===== config.mk =====
export PLATFORM = sky130hd
export DESIGN_NAME = pipeline_fetch_issue
export DESIGN_NICKNAME = d
export VERILOG_FILES = /design/src/rtl/pipeline_pkg.sv /design/src/rtl/hazard_scoreboard.sv /design/src/rtl/pipeline_fetch_issue.sv
export SDC_FILE = /design/constraint.sdc
export NUM_CORES = 1
export LEC_CHECK = 0
export ABC_CLOCK_PERIOD_IN_PS = 7250
export CAP_MARGIN = 40
export CORE_MARGIN = 8
export CORE_UTILIZATION = 50
export DETAILED_ROUTE_END_ITERATION = 8
export PLACE_DENSITY = 0.64
export SYNTH_ARGS = -nofsm -noshare
export SYNTH_HDL_FRONTEND = slang
export SYNTH_SLANG_ARGS = --single-unit

===== constraint.sdc =====
create_clock -name clk -period 7.25 [get_ports clk]
set_input_delay 1.0875 -clock clk [delete_from_list [all_inputs] [get_ports clk]]
set_output_delay 1.0875 -clock clk [all_outputs]
set_load 0.05 [all_outputs]

===== src/rtl/pipeline_pkg.sv =====
// Shared definitions for the fetch/issue stage and the pipeline2 execute pipeline.
// Instruction word layout: {func[23:20], rs1[19:16], rs2[15:12], rd[11:8], addr[7:0]}.
package pipeline_pkg;

  localparam int REG_W   = 4;
  localparam int FUNC_W  = 4;
  localparam int ADDR_W  = 8;
  localparam int INSTR_W = 24;

  localparam int FUNC_LSB = 20;
  localparam int RS1_LSB  = 16;
  localparam int RS2_LSB  = 12;
  localparam int RD_LSB   = 8;
  localparam int ADDR_LSB = 0;

  localparam logic [FUNC_W-1:0] FUNC_ADD  = 4'd0;
  localparam logic [FUNC_W-1:0] FUNC_SUB  = 4'd1;
  localparam logic [FUNC_W-1:0] FUNC_MUL  = 4'd2;
  localparam logic [FUNC_W-1:0] FUNC_SLA  = 4'd11;
  localparam logic [FUNC_W-1:0] NOP_FUNC  = 4'd14;
  localparam logic [FUNC_W-1:0] HALT_FUNC = 4'd15;

  typedef struct packed {
    logic [FUNC_W-1:0] func;
    logic [REG_W-1:0]  rs1;
    logic [REG_W-1:0]  rs2;
    logic [REG_W-1:0]  rd;
    logic [ADDR_W-1:0] addr;
  } instr_t;

  typedef enum logic [1:0] {
    ST_IDLE  = 2'd0,
    ST_RUN   = 2'd1,
    ST_DRAIN = 2'd2,
    ST_DONE  = 2'd3
  } state_t;

  function automatic instr_t decode(input logic [INSTR_W-1:0] w);
    instr_t d;
    d.func = w[FUNC_LSB +: FUNC_W];
    d.rs1  = w[RS1_LSB  +: REG_W];
    d.rs2  = w[RS2_LSB  +: REG_W];
    d.rd   = w[RD_LSB   +: REG_W];
    d.addr = w[ADDR_LSB +: ADDR_W];
    return d;
  endfunction

endpackage


===== src/rtl/hazard_scoreboard.sv =====
// RAW scoreboard: shift register of recently issued destinations.
// Entry 0 is the instruction currently presented downstream.
module hazard_scoreboard #(
  parameter int HAZ_WIN = 3,
  parameter int REG_W   = 4
) (
  input  logic             clk,
  input  logic             clr,
  input  logic             push_v,
  input  logic [REG_W-1:0] push_rd,
  input  logic [REG_W-1:0] rs1,
  input  logic [REG_W-1:0] rs2,
  output logic             hazard
);

  logic [HAZ_WIN-1:0] v_q;
  logic [REG_W-1:0]   rd_q [HAZ_WIN];

  always_ff @(posedge clk) begin
    if (clr) begin
      v_q <= '0;
      for (int i = 0; i < HAZ_WIN; i++) rd_q[i] <= '0;
    end else begin
      for (int i = HAZ_WIN - 1; i > 0; i--) begin
        v_q[i]  <= v_q[i-1];
        rd_q[i] <= rd_q[i-1];
      end
      v_q[0]  <= push_v;
      rd_q[0] <= push_rd;
    end
  end

  always_comb begin
    hazard = 1'b0;
    for (int i = 0; i < HAZ_WIN; i++) begin
      if (v_q[i] && (rd_q[i] == rs1 || rd_q[i] == rs2)) hazard = 1'b1;
    end
  end

endmodule


===== src/rtl/pipeline_fetch_issue.sv =====
// Fetch/decode/issue stage feeding pipeline2: instruction memory, PC, sequencing FSM
// and registered issue fields, with RAW bubbles inserted by hazard_scoreboard.
//
// state    | meaning
// ST_IDLE  | waiting for start; imem writable; outputs hold a bubble
// ST_RUN   | fetch/issue one word per cycle, bubble on hazard or HALT
// ST_DRAIN | HALT seen; emit HAZ_WIN bubbles so the last writes retire
// ST_DONE  | program finished; imem writable; start reruns from pc=0
module pipeline_fetch_issue
  import pipeline_pkg::*;
#(
  parameter int IMEM_AW = 6,
  parameter int HAZ_WIN = 3
) (
  input  logic               clk,
  input  logic               rst_n,
  input  logic               start,
  input  logic               imem_we,
  input  logic [IMEM_AW-1:0] imem_waddr,
  input  logic [23:0]        imem_wdata,
  output logic [3:0]         rs1,
  output logic [3:0]         rs2,
  output logic [3:0]         rd,
  output logic [3:0]         func,
  output logic [7:0]         addr,
  output logic               issue_valid,
  output logic [IMEM_AW-1:0] pc,
  output logic               busy,
  output logic               done
);

  localparam int DRAIN_W = $clog2(HAZ_WIN + 1);

  logic [INSTR_W-1:0] imem [2**IMEM_AW];

  state_t             state_q, state_d;
  logic [IMEM_AW-1:0] pc_q, pc_d;
  logic [DRAIN_W-1:0] drain_q, drain_d;
  instr_t             fetch;
  logic               idle_like;
  logic               is_halt;
  logic               hazard_raw;
  logic               stall;
  logic               issue;
  logic               push_v;
  logic [REG_W-1:0]   push_rd;
  logic               sb_clr;

  assign idle_like = (state_q == ST_IDLE) || (state_q == ST_DONE);
  assign fetch     = decode(imem[pc_q]);
  assign is_halt   = (fetch.func == HALT_FUNC);
  // A NOP word carries no real sources, so it never waits on the scoreboard.
  assign stall     = hazard_raw && (fetch.func != NOP_FUNC);
  assign push_rd   = issue ? fetch.rd : '0;
  assign sb_clr    = !rst_n || idle_like;

  hazard_scoreboard #(
    .HAZ_WIN (HAZ_WIN),
    .REG_W   (REG_W)
  ) u_sb (
    .clk     (clk),
    .clr     (sb_clr),
    .push_v  (push_v),
    .push_rd (push_rd),
    .rs1     (fetch.rs1),
    .rs2     (fetch.rs2),
    .hazard  (hazard_raw)
  );

  always_ff @(posedge clk) begin
    if (imem_we && idle_like) imem[imem_waddr] <= imem_wdata;
  end

  always_ff @(posedge clk) begin
    if (!rst_n) begin
      state_q <= ST_IDLE;
      pc_q    <= '0;
      drain_q <= '0;
    end else begin
      state_q <= state_d;
      pc_q    <= pc_d;
      drain_q <= drain_d;
    end
  end

  always_comb begin
    state_d = state_q;
    pc_d    = pc_q;
    drain_d = drain_q;
    issue   = 1'b0;
    push_v  = 1'b0;
    case (state_q)
      ST_IDLE, ST_DONE: begin
        if (start) begin
          state_d = ST_RUN;
          pc_d    = '0;
        end
      end
      ST_RUN: begin
        if (is_halt) begin
          state_d = ST_DRAIN;
          drain_d = DRAIN_W'(HAZ_WIN - 1);
        end else if (!stall) begin
          issue  = 1'b1;
          push_v = 1'b1;
          pc_d   = pc_q + IMEM_AW'(1);
        end
      end
      ST_DRAIN: begin
        if (drain_q == '0) state_d = ST_DONE;
        else               drain_d = drain_q - DRAIN_W'(1);
      end
      default: state_d = ST_IDLE;
    endcase
  end

  always_ff @(posedge clk) begin
    if (!rst_n || !issue) begin
      rs1         <= '0;
      rs2         <= '0;
      rd          <= '0;
      func        <= NOP_FUNC;
      addr        <= '0;
      issue_valid <= 1'b0;
    end else begin
      rs1         <= fetch.rs1;
      rs2         <= fetch.rs2;
      rd          <= fetch.rd;
      func        <= fetch.func;
      addr        <= fetch.addr;
      issue_valid <= 1'b1;
    end
  end

  assign pc   = pc_q;
  assign busy = (state_q == ST_RUN) || (state_q == ST_DRAIN);
  assign done = (state_q == ST_DONE);

endmodule

# After elaboration in Yosys (flattened, before gate mapping)
# Memories as Yosys holds them, arrays and structs flattened. A register that Yosys moved wholly into a read port is not among the register bits.
# Cells that the tools add are included.
[op_classes]
addsub = 2
n_eq_ne = 17
muxes = 28
bitwise = 3
reduce_logical = 22
[op_table]
columns = ["operator", "n"]
rows = [
  ["2-to-1 mux 6 bit", 5],
  ["== test 4 bit", 6],
  ["2-to-1 mux 4 bit", 4],
  ["2-to-1 mux 1 bit", 12],
  ["!= test 2 bit, second input constant", 6],
  ["one-hot mux 6 bit (2 select lines)", 1],
  ["2-to-1 mux 2 bit", 4],
  ["logical OR 1 bit", 7],
  ["adder 6 x 1 -> 6 bit, second input constant", 1],
  ["one-hot mux 2 bit (3 select lines)", 1],
  ["AND reduction 3 bit", 2],
  ["logical AND 1 bit", 5],
  ["== test 2 bit, second input constant", 2],
  ["== test 4 bit, second input constant", 1],
  ["logical NOT 2 bit", 2],
  ["!= test 4 bit, second input constant", 1],
  ["one-hot mux 2 bit (2 select lines)", 1],
  ["AND reduction 4 bit", 1],
  ["nonzero test 2 bit", 2],
  ["OR 1 bit", 3],
  ["== test 2 x 1 -> 1 bit, second input constant", 1],
  ["logical NOT 1 bit", 2],
  ["OR reduction 2 bit", 1],
  ["subtractor 2 x 1 -> 2 bit, second input constant", 1],
]
[word_totals]
register_bits = 38
ram_bits = 1548
out_inout_bits = 33
wordCells = 84
memories = 2
[mem_list]
columns = ["name", "depth", "word_bits", "read_ports", "rd_clocked_by_memory_dff", "wr", "line_no", "text"]
rows = [
  ["imem", 64, 24, 1, 1, 1, "pipeline_fetch_issue.sv:34", "logic [INSTR_W-1:0] imem [2**IMEM_AW];"],
  ["u_sb.rd_q", 3, 4, 3, 0, 3, "hazard_scoreboard.sv:17", "logic [REG_W-1:0] rd_q [HAZ_WIN];"],
]

# Logic depth before layout (Yosys ltp)
# Gate-level depths: netlist of run 1.
[logic_depth]
depth_word = 13
ltp_mapped = 19
depth_no_buf = 11

# Cells and area by module
# A second synthesis of run 1 with hierarchy kept.
[hier_totals]
cells_unflattened = 2504
area_unflattened_um2 = 60839.6
[by_module_without_submodules]
columns = ["module", "instances", "cells_each", "area_each_um2", "seq_area_each_um2"]
rows = [
  ["pipeline_fetch_issue", 1, 2439, 60174.0, 46945.0],
  ["hazard_scoreboard", 1, 65, 665.6, 300.3],
]

# Worst setup path after synthesis of run 1
# Ideal clock, no wire load.
[synth_timing]
path_kind = "register to register"
from = "register with a tool-made name"
to = "register addr[1]"
setup_ps = 127
t_arrival_ps = 3650
t_required_ps = 7123
slack_ps = 3473
path_stages_with_launch = 11
synth_period_minus_slack_ps = 3777
cell_sequence = "dfxtp_1 -> buf_4 -> buf_6 -> buf_6 -> buf_2 -> clkbuf_1 -> buf_1 -> mux4_2 -> mux4_2 -> mux4_2 -> nor2b_1"
[synth_rtl]
columns = ["element", "line_no", "text"]
rows = [
  ["end signal, assigned", "pipeline_fetch_issue.sv:130", "addr <= fetch.addr;"],
  ["end, declared", "pipeline_fetch_issue.sv:25", "output logic [7:0] addr,"],
]

==> results of run 1 <==
-- synth_stat cells (14+ instances only) --
library cell  number
a21oi_1           22
nor2b_1           34
nand3_1           32
clkbuf_1          69
inv_1             15
edfxtp_1        1536
dfxtp_1           56
nand4_1           14
nor2_1           104
a211oi_1          17
nand2_1           58
buf_1             22
buf_6             22
mux4_2           405
mux2i_1          119
or3_1             15
buf_2             22
a22oi_1           47
-- metal layers --
layer | up-vias | GRT usage | routed length (um)
li1 | 12100 | - | -
met1 | 16200 | 0.336 | 63700
met2 | 1727 | 0.387 | 79100
met3 | 296 | 0.0477 | 16000
met4 | 4 | 0.0751 | 4930
met5 | - | 0 | 36
-- layout make-up --
type                       instances  share of cell area
clock inverter                    78             0.00934
inverter                          17            0.000911
multi-input combinational       1024               0.196
clock buffer                     205              0.0609
antenna                            5            0.000179
timing repair buffer             195              0.0288
sequential                      1592               0.675
tap                             1625              0.0290
-- report_power, final --
| group | leakage, nW | switching, mW | internal [mW] |
|---|---|---|---|
| combinational | 4.43 | 1.31 | 1.05 |
| clock | 2.41 | 3.35 | 4.50 |
| sequential | 14.3 | 0.0807 | 10.2 |
-- cell families (layout without fill, tap and decap cells) --
logic type,after synthesis,in the layout,share of synthesized area
DFF,1592,1592,0.770
and+or+nand+nor,315,315,0.0255
xor gates and xnor gates,21,21,0.00300
adders and majority gates,6,6,0.00122
AOI/OAI and AO/OA,155,155,0.0181
other,0,5,0
buffers and inverters,164,495,0.0139
muxes,527,527,0.169
-- critical path: stages, from the launching register on --
cell      delay [ps]
dfxtp_4          790
buf_12           450
buf_4            620
mux4_2           580
mux4_2           560
mux4_2           600
nand3_2          140
o211ai_1         140
o31a_1           400
or4_4            520
a31oi_1          180
-- state kept, by name, indices dropped and copies added, names as in the netlist, 4 cells and up, named ones only --
register,cells
imem,1536
pc,6
rs2,4
rs1,4
u_sb.rd_q,12
addr,8
func,4
rd,4
-- how the worst min path moves through the flow --
stage,endpoint,slack (ps)
2_1_floorplan,u_sb.v_q[1],440
3_3_place_gp,drain_q[0],460
4_1_cts,u_sb.v_q[1],500
6_report,drain_q[0],520
5_1_grt,u_sb.v_q[1],520
3_5_place_dp,u_sb.v_q[1],490
==> impl_metrics.csv, run 1 <==
group,metric,value,unit
finish,fin_cells,4741,
finish,n_fill_cell,8674,
routing,drt_iter0_markers,4473,
finish,mostFrequentLayoutCell,"edfxtp_1",
routing,dr.pass1.iters,6,
finish,fin_nets,3027,
worst_setup_path,criticalPathCategory,"flip-flop to flip-flop",
synthesis,yosys.area.top_type,"edfxtp_1",
global_route,grtUsageTotal,0.241,
worst_hold_path,hp-class,"flip-flop to flip-flop",
floorplanning,boundaryPins,67,
placed_design,place_area,0.0651,mm2
sta,tightest_slew,944,ps
synthesis,synth_edf_count,1536,
sta,maxSlewViolCount,0,
placed_design,placed_cells,4452,
pwr,leakagePower,21.1,nW
run_status,status,"complete, no violations",
placed_design,dpl.hpwl,95400,um
worst_setup_path,cp_max_fo,52,
sta,whs,518,ps
sta,rsz0062_at_grt,"no",
cts,cts_tree,"yes",
worst_setup_path,crit_arrival,5860,ps
synthesis,netlist_instances,2780,
sta,fin_crit,5190,ps
synthesis,postSynthAreaPerCell,22.1,um2
floorplanning,die-area,0.134,mm2
worst_setup_path,timing.reg2reg.setup_slack,2060,ps
sta,setup_viol,0,
synthesis,synth_flop_cell,"edfxtp_1",
worst_setup_path,reg2regPathDepth,10,
finish,area_growth,14.2,%
finish,most-common-layout-cells,"edfxtp_1, mux4_2, clkbuf_16",
job,drv_cap,0,
cts,cts-hold-fix-buffers,0,
routing,routed_via_density,6.39,
placed_design,io_buffers,66,
cts,htreeDepth,4,
worst_setup_path,critPathLaunchType,"flip-flop",
global_route,grt_pass1_wl,232000,um
placed_design,place_worst_setup_slack,2060,ps
synthesis,yosys_warnings,0,
synthesis,synth_area_leaders,"edfxtp_1, mux4_2, mux2i_1",
pwr,power,20.5,mW
sta,fmax,193,MHz
synthesis,synth_cell_types,63,
cts,cts_setup_buffers,0,
cts,clk_pin_slew_worst_paths,60,ps
sta,clock_skew,24.4,ps
routing,wl_per_cell,34.5,um
cts,postCtsResizedCells,0,
synthesis,async_flop_share,0,
cts,cts_root_buffer,"clkbuf_16",
cts,clockBufferDepth,3,
routing,ant_nets,0,
worst_setup_path,required,7920,ps
pwr,ir_drop,0.242,mV
finish,drive_above_1_share,0.275,
finish,final_util,0.575,
worst_setup_path,end_kind,"flip-flop",
floorplanning,core_area,0.122,mm2
pwr,power_density,292,mW/mm2
global_route,antenna_found_initial,17,
floorplanning,row_count,128,
routing,drc_errors,0,
routing,vias,30300,
sta,tns,0,ps
floorplanning,initial_core_util,0.504,
cts,cts.sink_count,1592,
synthesis,synth_nets,2820,
finish,final_cell_area,0.0701,mm2
sta,finalHoldViolations,0,
cts,numCtsBuffers,157,
sta,fin_ws,2060,ps
finish,register_area,0.0473,mm2
global_route,gr-total-overflow,0,
sta,slew_headroom,0.371,
sta,finalCritPeriodShare,0.716,
worst_hold_path,hold_path_depth,2,
routing,drt_wl_total,164000,um
synthesis,ys_ff_latch,1592,
finish,multiInputGateArea,0.0138,mm2
placed_design,place.gp.congestion,0.879,
synthesis,synth_top_area_frac,0.751,
global_route,grt_pass1_vias,30700,
global_route,grt_max_degree,120,
cts,worstSkewPairLatency,760,ps
floorplanning,dieHeight,366,um
worst_hold_path,worstHoldStart,"drain_q[0]",
synthesis,syn_area,0.0614,mm2
synthesis,synth-seq-area-share,0.770,
floorplanning,die_w,366,um
Power figures use the tool's default switching activity.
==> inputs of run 2 (changes only) <==
- ABC_CLOCK_PERIOD_IN_PS: 7250 -> 4800
- clock period: 7.25 -> 4.8 ns (I/O delays scaled with it)
==> run 2 against run 1 <==
Net effect:
- clock power up 54%
- sequential share of layout area down 0.83 points
- non-clock buffer count grew 66
- worst setup slack lost 1800 ps
- fmax rose by 15%
==> impl_metrics.csv, run 2 (synthesized netlist as in run 1, its figures left out) <==
group,metric,value,unit
floorplanning,core_area,0.122,mm2
routing,ant_nets,0,
worst_setup_path,required,5450,ps
worst_setup_path,crit_arrival,5180,ps
sta,maxSlewViolCount,0,
cts,cts_tree,"yes",
worst_setup_path,end_kind,"flip-flop",
finish,fin_nets,3094,
global_route,gr-total-overflow,0,
pwr,p_int,24.0,mW
sta,finalHoldViolations,0,
run_status,status,"complete, no violations",
cts,clk_pin_slew_worst_paths,60,ps
worst_setup_path,critPathLaunchType,"flip-flop",
global_route,grt_pass1_vias,30800,
global_route,grtUsageTotal,0.238,
worst_setup_path,criticalPathCategory,"flip-flop to flip-flop",
finish,drive_above_1_share,0.290,
cts,htreeDepth,4,
finish,area_growth,15.6,%
cts,postCtsResizedCells,0,
routing,vias,30500,
finish,largest_reg_flops,1536,
floorplanning,row_count,128,
pwr,clkPwrFrac,0.387,
sta,whs,249,ps
sta,finalCritPeriodShare,0.943,
job,drv_cap,0,
floorplanning,initial_core_util,0.504,
placed_design,io_buffers,66,
finish,final_util,0.582,
routing,drc_errors,0,
global_route,grt_max_degree,65,
finish,mostFrequentLayoutCell,"edfxtp_1",
placed_design,place.gp.congestion,0.891,
sta,fin_ws,274,ps
worst_hold_path,worstHoldStart,"imem_wdata[11]",
global_route,grt_pass1_wl,229000,um
floorplanning,boundaryPins,67,
sta,fmax,221,MHz
floorplanning,die_w,366,um
pwr,seqPwrFrac,0.495,
floorplanning,dieHeight,366,um
sta,slew_headroom,0.395,
worst_setup_path,cp_max_fo,31,
finish,largest-register,"imem",
sta,tightest_slew,904,ps
cts,numCtsBuffers,158,
cts,cts_root_buffer,"clkbuf_16",
sta,rsz0062_at_grt,"no",
worst_hold_path,hp-class,"input pin to flip-flop",
floorplanning,die-area,0.134,mm2
routing,routed_via_density,6.34,
pwr,leakagePower,21.6,nW
sta,setup_viol,0,
cts,cts_setup_buffers,0,
pwr,swShare,0.231,
placed_design,place_worst_setup_slack,175,ps
routing,wl_per_cell,33.6,um
routing,dr.pass1.iters,5,
sta,fin_crit,4530,ps
cts,cts.sink_count,1592,
pwr,power_density,441,mW/mm2
cts,cts-hold-fix-buffers,0,
routing,drt_wl_total,162000,um
pwr,power,31.3,mW
placed_design,dpl.hpwl,96600,um
finish,reg_top3,"imem: 1536 flops, u_sb.rd_q: 12 flops, addr: 8 flops",
routing,drt_iter0_markers,4006,
global_route,antenna_found_initial,12,
sta,clock_skew,29.0,ps
finish,most-common-layout-cells,"edfxtp_1, mux4_2, clkbuf_16",
cts,worstSkewPairLatency,760,ps
sta,tns,0,ps
pwr,power.net_switching,7.22,mW
pwr,pwr-share-comb,0.118,
cts,clockBufferDepth,3,
pwr,ir_drop,0.351,mV
run 2: cell types whose count changed in the layout (fill, tap and decap cells not counted), moves of 2 or more:
cell and change:
buf_12 +17, buf_2 -2, buf_4 +55, buf_6 -4
bufinv_16 +4, clkbuf_1 -6, clkbuf_8 -2, clkinv_1 +12
clkinv_2 -6, clkinv_4 +2, clkinv_8 +3, inv_16 +2
run 2: through the flow:
stage	area, um2	cells
after detailed placement	65800	4516
after CTS	70900	4805
after global routing	70900	4809
after floorplan	61400	2780
after global placement	65200	4487
final	70900	4813
run 2: cell type report:
type / instances / area [um2]
antenna: 5 / 12.5
multi-input combinational: 1024 / 13800
clock buffer: 196 / 4190
sequential: 1592 / 47300
clock inverter: 93 / 880
inverter: 17 / 63.8
timing repair buffer: 261 / 2740
fill: 8584 / 50900
tap: 1625 / 2030
run 2: worst max-delay path, stage by stage, from the launching register on:
cell and delay [ps]:
dfxtp_4 700, buf_4 530, mux4_2 380, mux4_2 520, a211oi_1 530, buf_4 200, a31oi_1 100, nand3_2 180
o211ai_1 120, o31a_1 390, or4_4 520, a31oi_1 180
run 2: power groups by stage:
stage | logic, mW | clock network [mW] | registers, mW
floorplan | 2.35 | 0 | 15.8
global placement | 3.57 | 0 | 15.8
detailed placement | 3.68 | 0 | 15.8
CTS | 3.69 | 12.2 | 15.5
global route | 3.91 | 12.7 | 15.5
finish | 3.70 | 12.1 | 15.5
run 2: worst paths after layout:
check | depth (start not counted) | slack (ps) | end
hold / removal | 1 | 250 | imem[4][11]
setup / recovery | 11 | 270 | flip-flop
setup reg to reg | 11 | 270 | flip-flop
hold reg to reg | 2 | 520 | drain_q[0]
run 2: metal layers:
metal	vias to the layer above	wire length [um]	part of all wire	GRT usage
met5	-	12	0.000074	0
met4	2	4060	0.025	0.0622
met3	248	15400	0.095	0.0504
met2	1634	77700	0.48	0.379
met1	16400	64600	0.40	0.338
li1	12300	-	-	-
